==> src/rtl/stopwatch_bcd_if.sv <==
// Control and result bundle for the stopwatch_bcd MM:SS counter.
// With SEG7_SCAN_EN defined, the bundle also carries the seg/an display-scan outputs.
interface stopwatch_bcd_if;
  logic        tick_in;
  logic        start;
  logic        stop;
  logic        clr;
  logic [15:0] digits;
  logic        running;
  logic        wrap;
`ifdef SEG7_SCAN_EN
  logic [6:0]  seg;
  logic [3:0]  an;
`endif

  modport master (
    output tick_in, start, stop, clr,
    input  digits, running, wrap
`ifdef SEG7_SCAN_EN
    , input seg, an
`endif
  );

  modport slave (
    input  tick_in, start, stop, clr,
    output digits, running, wrap
`ifdef SEG7_SCAN_EN
    , output seg, an
`endif
  );
endinterface

==> src/rtl/stopwatch_bcd.sv <==
// BCD MM:SS stopwatch that counts rising edges of the divided tick and has start/stop/clr control.
// Defining SEG7_SCAN_EN adds a multiplexed active-low 7-segment scan driven on seg/an.
module stopwatch_bcd #(
  parameter logic [15:0] SCAN_DIV = 16'd1000
) (
  input  logic           clk,
  input  logic           rst,
  stopwatch_bcd_if.slave bus
);

  typedef enum logic [1:0] {IDLE, RUN, PAUSE} state_t;

  state_t      state_q, state_d;
  logic        tick_q, tick_d;
  logic [15:0] digits_q, digits_d;
  logic        running_q, running_d;
  logic        wrap_q, wrap_d;
  logic        tick_pls;
  logic        count_en;
  logic        c0, c1, c2, c3;
  logic [3:0]  s_lo, s_hi, m_lo, m_hi;

  assign s_lo = digits_q[3:0];
  assign s_hi = digits_q[7:4];
  assign m_lo = digits_q[11:8];
  assign m_hi = digits_q[15:12];

  // Carry chain: each carry needs every lower digit to be at its maximum value.
  assign c0 = (s_lo == 4'd9);
  assign c1 = c0 & (s_hi == 4'd5);
  assign c2 = c1 & (m_lo == 4'd9);
  assign c3 = c2 & (m_hi == 4'd5);

  always_comb begin
    tick_d    = bus.tick_in;
    tick_pls  = bus.tick_in & ~tick_q;
    state_d   = state_q;
    digits_d  = digits_q;
    wrap_d    = 1'b0;
    count_en  = (state_q == RUN) & tick_pls & ~bus.clr;

    if (bus.clr) begin
      state_d = IDLE;
    end else if ((state_q == RUN) && bus.stop) begin
      state_d = PAUSE;
    end else if ((state_q != RUN) && bus.start) begin
      state_d = RUN;
    end

    if (bus.clr) begin
      digits_d = 16'h0000;
    end else if (count_en) begin
      digits_d[3:0]   = c0 ? 4'd0 : s_lo + 4'd1;
      digits_d[7:4]   = c0 ? (c1 ? 4'd0 : s_hi + 4'd1) : s_hi;
      digits_d[11:8]  = c1 ? (c2 ? 4'd0 : m_lo + 4'd1) : m_lo;
      digits_d[15:12] = c2 ? (c3 ? 4'd0 : m_hi + 4'd1) : m_hi;
      wrap_d          = c3;
    end

    running_d = (state_d == RUN);
  end

  // tick_q resets high so that a tick_in already high at release is not seen as an edge.
  always_ff @(posedge clk or negedge rst) begin
    if (!rst) begin
      state_q   <= IDLE;
      tick_q    <= 1'b1;
      digits_q  <= 16'h0000;
      running_q <= 1'b0;
      wrap_q    <= 1'b0;
    end else begin
      state_q   <= state_d;
      tick_q    <= tick_d;
      digits_q  <= digits_d;
      running_q <= running_d;
      wrap_q    <= wrap_d;
    end
  end

  assign bus.digits  = digits_q;
  assign bus.running = running_q;
  assign bus.wrap    = wrap_q;

`ifdef SEG7_SCAN_EN
  logic [15:0] scan_cnt_q, scan_cnt_d;
  logic [1:0]  sel_q, sel_d;
  logic        slot_end;

  function automatic logic [6:0] seg_decode(input logic [3:0] d);
    case (d)
      4'd0:    seg_decode = 7'b1000000;
      4'd1:    seg_decode = 7'b1111001;
      4'd2:    seg_decode = 7'b0100100;
      4'd3:    seg_decode = 7'b0110000;
      4'd4:    seg_decode = 7'b0011001;
      4'd5:    seg_decode = 7'b0010010;
      4'd6:    seg_decode = 7'b0000010;
      4'd7:    seg_decode = 7'b1111000;
      4'd8:    seg_decode = 7'b0000000;
      4'd9:    seg_decode = 7'b0010000;
      default: seg_decode = 7'b1111111;
    endcase
  endfunction

  always_comb begin
    slot_end   = (scan_cnt_q == SCAN_DIV - 16'd1);
    scan_cnt_d = slot_end ? 16'd0 : scan_cnt_q + 16'd1;
    sel_d      = slot_end ? sel_q + 2'd1 : sel_q;
  end

  always_ff @(posedge clk or negedge rst) begin
    if (!rst) begin
      scan_cnt_q <= 16'd0;
      sel_q      <= 2'd0;
    end else begin
      scan_cnt_q <= scan_cnt_d;
      sel_q      <= sel_d;
    end
  end

  assign bus.an  = ~(4'b0001 << sel_q);
  assign bus.seg = seg_decode(digits_q[{sel_q, 2'b00} +: 4]);
`else
  // SCAN_DIV only matters for the display scan; this empty check keeps the parameter referenced.
  if (SCAN_DIV == 16'd0) begin : g_scan_div_zero
  end
`endif

endmodule

==> src/flat_wrapper.sv <==
// flat-port wrapper written by rule: the top's interface ports become plain ports
module stopwatch_bcd_flat 
#(
  parameter logic [15:0] SCAN_DIV = 16'd1000
)
  (clk, rst, bus_tick_in, bus_start, bus_stop, bus_clr, bus_digits, bus_running, bus_wrap);
  stopwatch_bcd_if bus_i ();
  input  logic clk;
  input  logic rst;
  input wire logic [$bits(bus_i.tick_in)-1:0] bus_tick_in;
  input wire logic [$bits(bus_i.start)-1:0] bus_start;
  input wire logic [$bits(bus_i.stop)-1:0] bus_stop;
  input wire logic [$bits(bus_i.clr)-1:0] bus_clr;
  output wire logic [$bits(bus_i.digits)-1:0] bus_digits;
  output wire logic [$bits(bus_i.running)-1:0] bus_running;
  output wire logic [$bits(bus_i.wrap)-1:0] bus_wrap;
  assign bus_i.tick_in = bus_tick_in;
  assign bus_i.start = bus_start;
  assign bus_i.stop = bus_stop;
  assign bus_i.clr = bus_clr;
  assign bus_digits = bus_i.digits;
  assign bus_running = bus_i.running;
  assign bus_wrap = bus_i.wrap;
  stopwatch_bcd #(.SCAN_DIV(SCAN_DIV)) u_core (.clk(clk), .rst(rst), .bus(bus_i));
endmodule
==> config.mk <==
export PLATFORM = sky130hd
export DESIGN_NAME = stopwatch_bcd_flat
export DESIGN_NICKNAME = d
export VERILOG_FILES = /design/src/rtl/stopwatch_bcd_if.sv /design/src/rtl/stopwatch_bcd.sv /design/src/flat_wrapper.sv
export SDC_FILE = /design/constraint.sdc
export NUM_CORES = 1
export LEC_CHECK = 0
export BUFFER_PORTS_ARGS = -buffer_cell sky130_fd_sc_hd__buf_2
export CAP_MARGIN = 0
export CORE_MARGIN = 4
export CORE_UTILIZATION = 53
export CTS_CLUSTER_DIAMETER = 100
export CTS_CLUSTER_SIZE = 24
export DETAILED_ROUTE_END_ITERATION = 8
export PLACE_DENSITY = 0.88
export RECOVER_POWER = 50
export SLEW_MARGIN = 30
export SYNTH_ARGS = -nofsm -noshare
export SYNTH_HDL_FRONTEND = slang
export SYNTH_SLANG_ARGS = --single-unit
==> constraint.sdc <==
create_clock -name clk -period 2.35 [get_ports clk]
set_input_delay 0.235 -clock clk [delete_from_list [all_inputs] [get_ports clk]]
set_output_delay 0.235 -clock clk [all_outputs]
set_load 0.05 [all_outputs]
# Yosys cells after proc, flatten, opt, wreduce, memory -nomap -nowiden
# Cells that the tools add are included.
[word_totals] ff_bits=21 latch_bits=0 ram_bits=0 rom_bits=0 wordCells=50 memories=0
[classes] n_addsub=4 mul=0 div=0 order_cmp=0 eq_ne=7 shifts=0 mux=14 n_bitwise=8 n_reduce_logical=9
[ops] cell="2-to-1 mux 16 bit" count=2
[ops] cell="2-to-1 mux 4 bit" count=7
[ops] cell="adder 4 x 1 -> 4 bit, second input constant" count=4
[ops] cell="equality test 4 x 3 -> 1 bit, second input constant" count=2
[ops] cell="equality test 4 bit, second input constant" count=2
[ops] cell="nonzero test 2 bit" count=4
[ops] cell="AND 1 bit" count=6
[ops] cell="2-to-1 mux 2 bit" count=3
[ops] cell="AND reduction 2 bit" count=3
[ops] cell="equality test 2 x 1 -> 1 bit, second input constant" count=2
[ops] cell="logical AND 1 bit" count=2
[ops] cell="2-to-1 mux 1 bit" count=2
[ops] cell="inequality test 2 x 1 -> 1 bit, second input constant" count=1
[ops] cell="inverter 1 bit" count=2

# Depth between registers and ports, before layout
# Gate-level depths: netlist of run 1.
[logic_depth] depth_word=8 ltp_mapped=7

# Worst setup path after synthesis of run 1
# Ideal clock, no wire load.
[synth_timing] kind="register -> register" from="register u_core.digits_q[0] (netlist: u_core.bus.digits[0])" to="register u_core.digits_q[15] (netlist: u_core.bus.digits[15])" setup_time_ps=78 arrival_ps=1928 path_slack_ps=344 stages_incl_launch_ff=7 n_path_buf=1 synth_period_minus_slack_ps=2006 path_cell_list="dfrtp_1 -> ha_1 -> and3b_1 -> buf_4 -> nand4_4 -> or4_1 -> a21oi_1"
[synth_between] elab_chain_cells=8
[synth_lines] item="start, declared" line_no="stopwatch_bcd.sv:15" rtl="logic [15:0] digits_q, digits_d;"
[synth_lines] item="start signal, assigned" line_no="stopwatch_bcd.sv:74" rtl="digits_q <= digits_d;"
[synth_lines] item="equality test 4 bit (*)" line_no="stopwatch_bcd.sv:29" rtl="assign c0 = (s_lo == 4'd9);"
[synth_lines] item="AND 1 bit (*)" line_no="stopwatch_bcd.sv:30" rtl="assign c1 = c0 & (s_hi == 4'd5);"
[synth_lines] item="AND 1 bit (*)" line_no="stopwatch_bcd.sv:31" rtl="assign c2 = c1 & (m_lo == 4'd9);"
[synth_lines] item="AND 1 bit" line_no="stopwatch_bcd.sv:32" rtl="assign c3 = c2 & (m_hi == 4'd5);"
[synth_lines] item="2-to-1 mux 4 bit (2 in a row)" line_no="stopwatch_bcd.sv:56" rtl="digits_d[15:12] = c2 ? (c3 ? 4'd0 : m_hi + 4'd1) : m_hi;"
[synth_lines] item="2-to-1 mux 16 bit" line_no="stopwatch_bcd.sv:52" rtl="end else if (count_en) begin"
[synth_lines] item="2-to-1 mux 16 bit" line_no="stopwatch_bcd.sv:50" rtl="if (bus.clr) begin"
# Mark *: on every way between the ends. The rest lies on a longest branch, timed or not. The select of a mux whose other input is x is not followed.
# A chain may end at the register's enable or synchronous reset.

# Final worst setup path of run 1
[layout_timing] from="register u_core.digits_q[1] (netlist: u_core.bus.digits[1])" to="register u_core.digits_q[10] (netlist: u_core.bus.digits[10])"
[layout_between] elab_chain_cells=7
[layout_lines] item="equality test 4 bit (*)" line_no="stopwatch_bcd.sv:29"
[layout_lines] item="AND 1 bit (*)" line_no="stopwatch_bcd.sv:30"
[layout_lines] item="AND 1 bit" line_no="stopwatch_bcd.sv:31"
[layout_lines] item="2-to-1 mux 4 bit (2 in a row)" line_no="stopwatch_bcd.sv:55" rtl="digits_d[11:8] = c1 ? (c2 ? 4'd0 : m_lo + 4'd1) : m_lo;"
[layout_lines] item="2-to-1 mux 16 bit" line_no="stopwatch_bcd.sv:52"
[layout_lines] item="2-to-1 mux 16 bit" line_no="stopwatch_bcd.sv:50"
# Marked as above.

==> results of run 1 <==
[metrics by stage]
| stage | instances | power [W] | util, % |
|---|---|---|---|
| after floorplan | 118 | 0.000404 | - |
| after global routing | 168 | 0.000616 | 64.2 |
| after global placement | 163 | 0.000419 | 62.8 |
| final | 168 | 0.000583 | 64.2 |
| after CTS | 168 | 0.000594 | 64.6 |
| after detailed placement | 163 | 0.000422 | 62.8 |
[kinds of logic (layout without fill, tap and decap cells)]
group | after synthesis | count (layout)
xor gates and xnor gates | 3 | 3
and+or+nand+nor | 53 | 53
DFF | 21 | 21
adders and majority gates | 8 | 8
AOI/OAI and AO/OA | 22 | 22
buffers and inverters | 11 | 34
[flip-flops by register name, summed over array words and instances (netlist names)]
| signal | count |
|---|---|
| u_core.bus.digits | 16 |
| u_core.bus.running | 1 |
| u_core.bus.wrap | 1 |
| u_core.state_q | 2 |
| u_core.tick_q | 1 |
[how the worst max path moves through the flow]
| stage | startpoint | to | cells after the start |
|---|---|---|---|
| floorplan | u_core.bus.digits[0] | u_core.bus.digits[15] | 6 |
| global placement | u_core.bus.digits[1] | u_core.bus.digits[10] | 6 |
| finish | u_core.bus.digits[1] | u_core.bus.digits[10] | 6 |
| global route | u_core.bus.digits[1] | u_core.bus.digits[10] | 6 |
| CTS | u_core.bus.digits[1] | u_core.bus.digits[10] | 6 |
| detailed placement | u_core.bus.digits[1] | u_core.bus.digits[10] | 6 |
[cell type report]
cell class	count	share of cell area, %
clock buffers	4	2.03
multi-input cells	86	44.1
well taps	27	2.60
repair buffers	24	8.97
inverters	6	1.74
flip-flops and latches	21	40.6
[per-layer routing]
| layer | wire, um | part of all wire [%] | GRT usage [%] | vias to the layer above |
|---|---|---|---|---|
| met1 | 930 | 41 | 22.4 | 469 |
| li1 | - | - | - | 464 |
| met2 | 1230 | 54 | 32.1 | 22 |
| met5 | 0 | 0 | 0 | - |
| met4 | 8 | 0.35 | 3.73 | 0 |
| met3 | 118 | 5.2 | 4.90 | 2 |
[power by group through the flow]
stage,combinational (W),sequential [W],clock [W]
after floorplan,0.0000185,0.000385,0
after global placement,0.0000416,0.000378,0
after detailed placement,0.0000432,0.000379,0
after CTS,0.0000446,0.000372,0.000177
after global routing,0.0000476,0.000373,0.000195
final,0.0000426,0.000372,0.000168
[layout by cell type, fill, tap and decap left out]
master,count
nand2_1,8
buf_2,16
xor2_1,1
dfrtp_1,20
nand2b_1,1
a21oi_1,15
dlygate4sd3_1,1
nor3b_1,1
nand4bb_1,1
and3b_2,1
nand3_1,5
or2b_1,1
dfstp_2,1
clkbuf_4,3
and4bb_1,1
o211a_1,1
nor2b_1,1
nor2_1,8
and3b_1,3
and3_2,1
clkbuf_1,8
xnor2_1,2
ha_1,8
nor4_1,2
o21ai_0,6
or4_1,2
nand3b_1,2
nand4_1,1
and2_1,1
inv_1,6
nand4_4,1
nor3_1,5
or3b_2,1
or3_1,4
or3_2,2
[timing repair]
| item | 4_1_cts | 5_1_grt |
|---|---|---|
| hold buffers | 1 | 0 |
| hold endpoints to repair | 20 | 0 |
| setup buffers | 0 | 0 |
==> metrics.txt, run 1 <==
outcome completed; power share of the clock group 28.9%; switching share of total power 23.6%; sequential area share after synthesis 45.7%; mux share of post-synthesis cell area 0%; Post-Syn Nets 132; count leader, synth dfrtp_1; Post-Syn Area per Cell 9.77 um2; ANT cells 0; CTS HTree Levels 1; Pre-Repair DR Iteration Count 4; number of global-route vias before repair 891; post-route antenna net violation count 0; area of the multi-input gates 572 um2; Mapped Area 1150 um2; Initial Utilization 57.0%; number of synthesis warnings 0; share of cells above drive strength 1 18.4%; wire per inst 13.6 um; clk slew on worst S/H paths 0.11 ns; post-CTS sizing 0; worst hold stages 1; ys async rst share 100%; Layout Skew 0.00635 ns; CP delay by family, top simple AND/OR/NAND/NOR gates; overall die width 54.6 um; drt total wl 2280 um; Pwr Density 449 nW/um2; Synth Area in Simple Gates 28.7%; FF+latch count, synth 21; top-area cell type share of the netlist area 43.4%; ys flop type dfrtp_1; capture point of the worst reg-to-reg path u_core.bus.digits[10]; clock sink count 21; slew margin rel. 26.0%; critical-path maximum fanout 8; FP Rows 16; fin. max-slew vios 0; min-delay worst type in -> reg; Setup crit end kind register; number of vias per cell 5.70; main combinational cell family by area after synthesis simple AND/OR/NAND/NOR gates; Comb pwr share 7.3%; DP HPWL 1730 um; RSZ-0062 raised after global routing false; CTS root buf clkbuf_4; first-pass GRT wire length 3940 um; # setup viols final 0; Slew @ Worst Pin 1.11 ns; most frequent cells after synthesis 20 x dfrtp_1, 15 x a21oi_1, 8 x ha_1, 8 x nand2_1, 8 x nor2_1; leakage power 0.608 nW; clk_lat worst skew 0.30 ns; DR vias 957; Buf+Inv Stages, Crit Path 1; Critical R2R Launch u_core.bus.digits[1]; Worst path max stage delay 0.46 ns; maximum VDD drop 0.507 mV; register area 527 um2; post-synthesis compound-gate area fraction 9.99%; area grow syn2layout 12.6%; initial antenna violation count 0; Final Cell Area 1300 um2; GRT Total Usage 18.3%; Hold Fails Final Rpt 0; total core area 2020 um2; CP cell instances inv_1 -> ha_1 -> and3b_1 -> nand3_1 -> or4_1 -> a21oi_1; initial drt markers 8; DP Area 1270 um2; Final Critical Period 2.00 ns; FF-to-FF setup slack 0.35 ns; die area 2980 um2; fillers 167; number of port buffers 23; synth top area cells dfrtp_1 43%, ha_1 8.7%, a21oi_1 6.5%, o21ai_0 2.6%, nand2_1 2.6%; EDFF count, synth 0; DRC viols 0; dpl ws 0.385 ns; die height 54.6 um; reg2reg path depth 6; cells after synthesis 118; final setup TNS 0 ns; FMAX 0.501 GHz; sequential share of power 63.8%; Worst Setup Start Kind register; slowest stage cell, crit path or4_1; WS Path Type reg -> reg; grt ovf 0; WP data required 2.58 ns; Tcrit/Tclk final 84.9%; Max Cap Viol 0; adder-cell share of the synthesized area 8.69%; hold_sp bus_tick_in; post-synth top area cell dfrtp_1; RePlAce Congestion 0.778; TritonCTS clock tree yes; Distinct cells, synth 35; nets@finish 156; Worst Hold End u_core.tick_q; WHS 0.0460 ns; Ports 24; switching power 0.000137 W; Longest Clk Path Bufs 2; Int Power 0.000445 W; crit path DAT 2.23 ns; Post-Synth XOR/XNOR Area 2.28%; pin count of the biggest net entering global routing 22; post-route setup slack 0.355 ns; CTS buffer count 3
No activity file was read; power rests on OpenSTA's default activity.
==> run 2, diff against run 1 <==
--- a/config.mk
+++ b/config.mk
@@ -5,10 +5,11 @@
 export SDC_FILE = /design/constraint.sdc
 export NUM_CORES = 1
 export LEC_CHECK = 0
+export ABC_AREA = 1
 export BUFFER_PORTS_ARGS = -buffer_cell sky130_fd_sc_hd__buf_2
 export CAP_MARGIN = 0
 export CORE_MARGIN = 4
-export CORE_UTILIZATION = 53
+export CORE_UTILIZATION = 54
 export CTS_CLUSTER_DIAMETER = 100
 export CTS_CLUSTER_SIZE = 24
 export DETAILED_ROUTE_END_ITERATION = 8
==> constraint.sdc (replaced) <==
create_clock -name clk -period 1.95 [get_ports clk]
set_input_delay 0.195 -clock clk [delete_from_list [all_inputs] [get_ports clk]]
set_output_delay 0.195 -clock clk [all_outputs]
set_load 0.05 [all_outputs]
==> run 2 against run 1 <==
Cell count up 14%. Power rose by 110%. Die area increased by 5.1%. Cell area rose by 7.9%. Sequential share of layout area shrank 3.0 points. Critical path depth did not move. Worst hold slack better by 0.024 ns. Synthesized cell count is 16% higher. Non-clock buffer count rose by 1. Flip-flop and latch count unchanged. First-iteration DRC count is 63% higher. Largest cell class unchanged. Highest routed layer unchanged.
==> metrics.txt, run 2 <==
pin count of the biggest net entering global routing 22; Critical R2R Launch u_core.state_q[1]; Post-Synth XOR/XNOR Area 2.81%; Setup crit end kind register; final setup TNS 0 ns; Cells after DPL 186; post-route antenna net violation count 0; Initial Utilization 56.3%; ys flop type dfrtp_1; hold_sp bus_stop; post-route insts no fill 192; ys async rst share 100%; GRT Total Usage 15.4%; # setup viols final 0; clk slew on worst S/H paths 0.12 ns; DRC viols 0; initial drt markers 13; WP data required 2.14 ns; Slew @ Worst Pin 1.13 ns; ANT cells 0; CTS buffer count 3; Pwr Density 888 nW/um2; met1 usage 19.5%; gr busiest metal met2; Mapped Area 1240 um2; RSZ-0062 raised after global routing false; number of port buffers 23; DP HPWL 1730 um; cells after synthesis 137; initial antenna violation count 0; grt met2 use 26.2%; fin. max-slew vios 0; Tcrit/Tclk final 80.1%; FP Rows 17; mux share of post-synthesis cell area 0%; synth top area cells dfrtp_1 40%, ha_1 8.0%, nand2_1 7.8%, inv_1 4.5%, o21ai_2 4.2%; area grow syn2layout 12.5%; Layout Skew 0.00128 ns; Final Critical Period 1.56 ns; die height 56.0 um; main combinational cell family by area after synthesis simple AND/OR/NAND/NOR gates; min-delay worst type in -> reg; Distinct cells, synth 26; most frequent cells after synthesis 26 x nand2_1, 20 x dfrtp_1, 15 x inv_1; leading cell type in the layout, fill and taps excluded nand2_1; crit path DAT 1.75 ns; Hold Fails Final Rpt 0; number of synthesis warnings 0; number of vias per cell 5.10; grt ovf 0; die area 3140 um2; most frequent cells in the layout 26 x nand2_1, 20 x dfrtp_1, 17 x buf_2, 15 x inv_1, 13 x nor2_1; DP Area 1370 um2; FF+latch count, synth 21; adder-cell share of the synthesized area 8.04%; WS Path Type reg -> reg; post-CTS sizing 0; overall die width 56.0 um; Max Cap Viol 0; leakage power 0.736 nW; Final Cell Area 1400 um2; post-synthesis compound-gate area fraction 10.3%; critical-path maximum fanout 12; RePlAce Congestion 0.806; count leader, synth nand2_1; Synth Area in Simple Gates 29.1%; clock sink count 21; first-pass GRT wire length 3910 um; CTS HTree Levels 1; total core area 2210 um2; clk_lat worst skew 0.30 ns; Post-Syn Area per Cell 9.09 um2; maximum VDD drop 0.557 mV; number of flip-flops in the largest register 16; number of global-route vias before repair 936; wire per inst 11.8 um; Longest Clk Path Bufs 2; drt total wl 2260 um; nets@finish 179; WHS 0.0703 ns; Worst Setup Start Kind register; share of cells above drive strength 1 23.8%; total power 0.00124 W; Post-Syn Nets 151; DR vias 979; post-synth top area cell dfrtp_1; slew margin rel. 24.6%; top-area cell type share of the netlist area 40.2%; TritonCTS clock tree yes; EDFF count, synth 0; met3 Use GR 2.32%; Pre-Repair DR Iteration Count 4; Ports 24; FMAX 0.640 GHz; sequential area share after synthesis 42.3%; outcome completed; CTS root buf clkbuf_4; CP Launch Point u_core.state_q[1]
## run 2: area by class of cell
cell class | count | area, um2
Fill cell | 203 | 812
Multi-Input combinational cell | 97 | 618
Sequential cell | 21 | 527
Timing Repair Buffer | 25 | 128
Inverter | 17 | 66.3
Tap cell | 28 | 35.0
Clock buffer | 4 | 26.3
## run 2: through the flow
step	setup WS, ns	util (%)
6_report	0.387	63.3
5_1_grt	0.273	63.3
2_1_floorplan	0.263	-
3_5_place_dp	0.480	61.9
4_1_cts	0.458	64.0
3_3_place_gp	0.543	61.9
## run 2: cell families after synthesis
logic type      after synthesis
compound gates               21
xor+xnor                      4
fa+ha+maj                     8
buf+inv                      19
flops                        21
simple gates                 64
## run 2: timing repair
item / 4_1_cts / 5_1_grt
endpoints found under the hold margin: 21 / 0
buffers inserted: 0 / 0
hold buffers: 2 / 0
## run 2: metal layers
metal / part of all wire [%] / vias up
met5: 0 / -
met4: 1.4 / 0
met3: 3.8 / 4
met2: 48 / 19
met1: 47 / 461
li1: - / 495
## run 2: worst paths after layout
kind | to | slack, ns | depth (start not counted)
max | u_core.bus.digits[6] | 0.39 | 6
min | u_core.state_q[0] | 0.07 | 2
min in group asynchronous | u_core.bus.digits[2] | 0.62 | 2
max in group asynchronous | u_core.bus.digits[3] | 0.66 | 2
min reg2reg | u_core.bus.digits[15] | 0.57 | 2
max reg2reg | u_core.bus.digits[6] | 0.39 | 6
## run 2: worst max-delay path: stages (launching register included)
cell and delay, ns:
dfrtp_1 0.39, nor2_1 0.20, nand3_2 0.15, nand2_2 0.25, nand2_1 0.26, nand2_1 0.13, o21ai_1 0.07
## run 2: power breakdown
part | switching, W | leakage [nW] | internal (W) | total, W
clock | 0.000129 | 0.0150 | 0.0000796 | 0.000209
sequential | 0.0000698 | 0.276 | 0.000493 | 0.000562
combinational | 0.000348 | 0.444 | 0.000124 | 0.000472
